==> src/rtl/mult_pkg.sv <==
// Shared types and constants for the sequential radix-2 Booth multiplier.
package mult_pkg;

    typedef enum logic [0:0] {
        MULT_IDLE = 1'b0,
        MULT_RUN  = 1'b1
    } mult_state_e;

    localparam logic [1:0] BOOTH_ADD = 2'b01;
    localparam logic [1:0] BOOTH_SUB = 2'b10;

endpackage

==> src/rtl/mult_booth_seq_booth_step.sv <==
// One radix-2 Booth iteration: conditional add/subtract of M into A, then an
// arithmetic right shift of {A,Q,Q_1}.
module booth_step
    import mult_pkg::*;
#(
    parameter int N = 33
) (
    input  logic [N-1:0] a,
    input  logic [N-1:0] q,
    input  logic         q_1,
    input  logic [N-1:0] m,
    output logic [N-1:0] a_next,
    output logic [N-1:0] q_next,
    output logic         q_1_next
);

    logic [N-1:0] sum_s;

    // Booth recode of the current multiplier bit pair selects add, subtract or hold.
    always_comb begin
        sum_s = a;
        case ({q[0], q_1})
            BOOTH_ADD: sum_s = a + m;
            BOOTH_SUB: sum_s = a - m;
            default:   sum_s = a;
        endcase
    end

    // Arithmetic shift right of the concatenated {A,Q,Q_1} by one bit.
    always_comb begin
        a_next   = {sum_s[N-1], sum_s[N-1:1]};
        q_next   = {sum_s[0], q[N-1:1]};
        q_1_next = q[0];
    end

endmodule

==> src/rtl/mult_booth_seq.sv <==
// Sequential radix-2 Booth multiplier, one step per clock, start/busy/done handshake.
// Optional MULT_OVERFLOW_EN adds a registered overflow flag; otherwise overflow is 0.
module mult_booth_seq
    import mult_pkg::*;
#(
    parameter int WIDTH = 32,
    parameter int CNT_W = $clog2(WIDTH + 2)
) (
    input  logic             clk,
    input  logic             reset,
    input  logic             start,
    input  logic             is_signed,
    input  logic [WIDTH-1:0] multiplicand,
    input  logic [WIDTH-1:0] multiplier,
    output logic             busy,
    output logic             done,
    output logic [WIDTH-1:0] mult_hi,
    output logic [WIDTH-1:0] mult_lo,
    output logic             overflow
);

    localparam int XW = WIDTH + 1;
    localparam logic [CNT_W-1:0] LAST_CNT = CNT_W'(WIDTH);

    mult_state_e      state_r;
    logic [CNT_W-1:0] cnt_r;
    logic [XW-1:0]    a_r;
    logic [XW-1:0]    q_r;
    logic             q1_r;
    logic [XW-1:0]    m_r;
    logic             busy_r;
    logic             done_r;
    logic [WIDTH-1:0] hi_r;
    logic [WIDTH-1:0] lo_r;

    logic [XW-1:0]    a_nxt_s;
    logic [XW-1:0]    q_nxt_s;
    logic             q1_nxt_s;
    logic [XW-1:0]    mcand_ext_s;
    logic [XW-1:0]    mplier_ext_s;
    logic [WIDTH-1:0] fin_hi_s;
    logic [WIDTH-1:0] fin_lo_s;
    logic             finish_s;

    booth_step #(.N(XW)) u_step (
        .a        (a_r),
        .q        (q_r),
        .q_1      (q1_r),
        .m        (m_r),
        .a_next   (a_nxt_s),
        .q_next   (q_nxt_s),
        .q_1_next (q1_nxt_s)
    );

    // Operand extension by one bit makes the same Booth loop serve signed and unsigned.
    always_comb begin
        mcand_ext_s  = {is_signed & multiplicand[WIDTH-1], multiplicand};
        mplier_ext_s = {is_signed & multiplier[WIDTH-1], multiplier};
        fin_hi_s     = {a_nxt_s[WIDTH-2:0], q_nxt_s[WIDTH]};
        fin_lo_s     = q_nxt_s[WIDTH-1:0];
        finish_s     = (state_r == MULT_RUN) && (cnt_r == LAST_CNT);
    end

    // Control FSM, iteration counter, operand registers and result registers.
    always_ff @(posedge clk) begin
        if (reset) begin
            state_r <= MULT_IDLE;
            cnt_r   <= '0;
            a_r     <= '0;
            q_r     <= '0;
            q1_r    <= 1'b0;
            m_r     <= '0;
            busy_r  <= 1'b0;
            done_r  <= 1'b0;
            hi_r    <= '0;
            lo_r    <= '0;
        end else begin
            done_r <= 1'b0;
            case (state_r)
                MULT_IDLE: begin
                    if (start) begin
                        a_r     <= '0;
                        q_r     <= mplier_ext_s;
                        q1_r    <= 1'b0;
                        m_r     <= mcand_ext_s;
                        cnt_r   <= '0;
                        busy_r  <= 1'b1;
                        state_r <= MULT_RUN;
                    end
                end
                MULT_RUN: begin
                    a_r   <= a_nxt_s;
                    q_r   <= q_nxt_s;
                    q1_r  <= q1_nxt_s;
                    cnt_r <= cnt_r + CNT_W'(1);
                    if (finish_s) begin
                        hi_r    <= fin_hi_s;
                        lo_r    <= fin_lo_s;
                        done_r  <= 1'b1;
                        busy_r  <= 1'b0;
                        state_r <= MULT_IDLE;
                    end
                end
                default: begin
                    state_r <= MULT_IDLE;
                    busy_r  <= 1'b0;
                end
            endcase
        end
    end

`ifdef MULT_OVERFLOW_EN
    logic sign_r;
    logic ovf_r;
    logic ovf_s;

    // The product fits when the high half only repeats the sign (signed) or is zero (unsigned).
    always_comb begin
        if (sign_r) begin
            ovf_s = (fin_hi_s != {WIDTH{fin_lo_s[WIDTH-1]}});
        end else begin
            ovf_s = |fin_hi_s;
        end
    end

    // Mode latch at load and overflow capture alongside the result.
    always_ff @(posedge clk) begin
        if (reset) begin
            sign_r <= 1'b0;
            ovf_r  <= 1'b0;
        end else begin
            if ((state_r == MULT_IDLE) && start) begin
                sign_r <= is_signed;
            end
            if (finish_s) begin
                ovf_r <= ovf_s;
            end
        end
    end

    assign overflow = ovf_r;
`else
    assign overflow = 1'b0;
`endif

    assign busy    = busy_r;
    assign done    = done_r;
    assign mult_hi = hi_r;
    assign mult_lo = lo_r;

endmodule

==> config.mk <==
export PLATFORM = sky130hd
export DESIGN_NAME = mult_booth_seq
export DESIGN_NICKNAME = d
export VERILOG_FILES = /design/src/rtl/mult_pkg.sv /design/src/rtl/mult_booth_seq_booth_step.sv /design/src/rtl/mult_booth_seq.sv
export SDC_FILE = /design/constraint.sdc
export NUM_CORES = 1
export LEC_CHECK = 0
export CAP_MARGIN = 20
export CORE_UTILIZATION = 57
export DETAILED_ROUTE_END_ITERATION = 16
export PLACE_DENSITY = 0.82
export SKIP_CTS_REPAIR_TIMING = 1
export SLEW_MARGIN = 0
export SYNTH_ARGS = -nofsm -noshare
export SYNTH_HDL_FRONTEND = slang
export SYNTH_HIERARCHICAL = 1
export SYNTH_SLANG_ARGS = --single-unit
==> constraint.sdc <==
create_clock -name clk -period 4.6 [get_ports clk]
set_clock_uncertainty 0.05 [all_clocks]
set_input_delay 0.69 -clock clk [delete_from_list [all_inputs] [get_ports clk]]
set_output_delay 0.69 -clock clk [all_outputs]
set_load 0.02 [all_outputs]
==> impl_metrics.toml <==
[global_route]
use_met1 = 0.351
grt_antenna_before_repair = 0
overflow = 0
met3_usage = 0.0436
grt_max_degree = 132
grt_pass1_vias = 8085
grt.busiest_layer = "met2"
grt_util_all_layers = 0.254
use_met2 = 0.401
grt_pass1_wl_um = 39800

[setup_path]
worstPathArrival_ps = 4510
worst_ep_required_time_ps = 4910
worstSetupEndpointType = "flop"
cp-start-kind = "flop"
cp_max_fo = 5
path_class = "reg2reg"

[timing]
min_period_ps = 4200
tns_ps = 0
setup_ws_ps = 398
fin_crit_sh = 0.913
hold_viol_final = 0
clock.fmax_ghz = 0.238
drv_slew = 0
worst_slew_pin_slew_ps = 833
slew_headroom = 0.444
hold_ws_ps = 424
setup_viol = 0
rsz0062_at_grt = "false"

[clocking]
clockBufferDepth = 2
cts_tree = "yes"
cts_max_level = 4
cts.sinks = 173
worstSkewPairLatency_ps = 430
cts_root_buffer = "clkbuf_16"
numCtsBuffers = 17
clkTransAtPathRegs_ps = 80

[floorplanning]
ios = 135
core_mm2 = 0.0181
die_w_um = 138
start_util = 0.586
dieArea_mm2 = 0.0191
fp-row-count = 49
die-height_um = 138

[synth]
synth_edf_count = 0
ys_types = 69
synthTopCellsByCount = "dfxtp_1, nand2b_1, a21oi_1, nand2_1, nor2_1"
yosysMostFrequentCell = "dfxtp_1"
syn_area_mm2 = 0.0106
yosysWarningCount = 6
synth_area_per_cell_um2 = 8.35
netlist.top_cell.by_area = "dfxtp_1"
syn_inst = 1268
synth_top_area_share = 0.327
synth_nets = 1373
synth_flop_cell = "dfxtp_1"
ys_ff_latch = 173
synth-seq-area-share = 0.327
ys_async_sr_fraction = 0
ys_top_cells_by_area = "dfxtp_1, mux2i_1, nand2b_1"

[worst_hold_path]
hold_class = "reg2reg"

[drt]
ant_nets = 0
vias = 8697
dr.pass1.iters = 11
first_iter_violations = 573
routed_via_density = 5.58
remaining_drc_errors = 8
wl_um = 23900
route.detailed.wl_per_inst_um = 15.3

[placed_design]
pre_cts_ws_ps = 189
io_buffers = 133
dp_hpwl_um = 16700
place_congestion = 0.966

[status]
status = "complete, but fails checks"
violations = "DRC"

[pwr]
p_sw_frac = 0.313
p_leak_nw = 4.40
ir_drop_mv = 0.237
p_comb_frac = 0.213
power.switching_mw = 1.21
power.density_mw_per_mm2 = 313
pwr-share-clk = 0.371
p_int_mw = 2.64
pwr-share-seq = 0.416

[flow_run]
drv_cap = 0

[final_layout]
syn_to_final_growth_pct = 16.1
drive_gt1_frac = 0.0856
n_antenna_cell = 0
finalNetCount = 1423
[worst paths after layout]
path                                                from  slack, ps  cells after the start                       end
worst max register to register       m_r[2]$_SDFFE_PP0P_        400                     18      a_r[31]$_SDFFE_PP0P_
worst min-delay path            mult_hi[26]$_SDFFE_PP0P_        420                      2  mult_hi[26]$_SDFFE_PP0P_
worst max-delay path                 m_r[2]$_SDFFE_PP0P_        400                     18      a_r[31]$_SDFFE_PP0P_
worst min register to register  mult_hi[26]$_SDFFE_PP0P_        420                      2  mult_hi[26]$_SDFFE_PP0P_
[critical path, stage by stage, from the launching register on]
cell,delay (ps)
dfxtp_1,370
nor4_1,340
buf_4,190
nand3_1,100
nor2_2,190
nand2_1,130
nor4_1,260
nor2_1,90
xnor2_1,170
ha_1,380
nand2_1,120
nor3_2,190
nand2_1,100
a211oi_2,330
nor3_2,130
a221o_1,350
a2111oi_2,400
a21oi_1,120
nor2_1,100
[power by group through the flow]
| stage | Clock [mW] | Sequential (mW) | Combinational [mW] |
|---|---|---|---|
| final | 1.43 | 1.60 | 0.821 |
| after floorplan | 0 | 1.61 | 0.629 |
| after detailed placement | 0 | 1.63 | 0.794 |
| after global routing | 1.51 | 1.61 | 0.900 |
| after CTS | 1.45 | 1.60 | 0.803 |
| after global placement | 0 | 1.63 | 0.782 |
[routing by layer]
layer  share of wire  up-vias
met5               0        -
met4           0.014        0
met3           0.067       26
met2            0.45      270
met1            0.47     3980
li1                -     4421
[sequential cells by signal (all words and copies together), names as in the netlist]
register and count:
mult_lo 32, a_r 33, busy 1, cnt_r 6
state_r 1, q1_r 1, q_r 33, mult_hi 32
m_r 33, done 1
[per-stage QoR]
stage | cells | instance area (um^2) | power (mW) | util
6_report | 1560 | 12300 | 3.85 | 0.680
3_5_place_dp | 1526 | 11700 | 2.43 | 0.644
3_3_place_gp | 1526 | 11700 | 2.41 | 0.644
2_1_floorplan | 1268 | 10600 | 2.24 | -
4_1_cts | 1558 | 12200 | 3.86 | 0.677
5_1_grt | 1560 | 12300 | 4.02 | 0.680
[logic make-up after synthesis]
kind of cell / count (synthesis) / share of synthesized area
other: 1 / 0.000354
DFF: 173 / 0.327
adders and majority gates: 37 / 0.0444
xor gates and xnor gates: 53 / 0.0453
buffers and inverters: 143 / 0.0729
muxes: 136 / 0.133
AOI/OAI and AO/OA: 238 / 0.135
and+or+nand+nor: 487 / 0.242
[final cells by class]
type	count	area, um^2
repair buffers	149	1490
clock inverters	14	143
multi-input cells	952	6370
clock buffers	18	439
inverters	25	93.8
flip-flops and latches	173	3470
well taps	229	287
fillers	1490	5790
[cells in the final DEF (no fill, tap or decap), types with 8 or more instances in the layout]
cell type / count
nor2_1: 117
a31oi_1: 12
xnor2_1: 43
inv_1: 23
clkdlybuf4s50_1: 131
ha_1: 36
nand2b_1: 134
nor3b_1: 35
mux2i_1: 101
a21oi_1: 120
a21o_1: 15
dfxtp_1: 172
nand3_1: 16
nand2_1: 120
buf_4: 13
mux2_2: 35
xor2_1: 8
clkbuf_16: 17
o21ai_0: 41
nor3_1: 13
No activity file was read; power rests on OpenSTA's default activity.
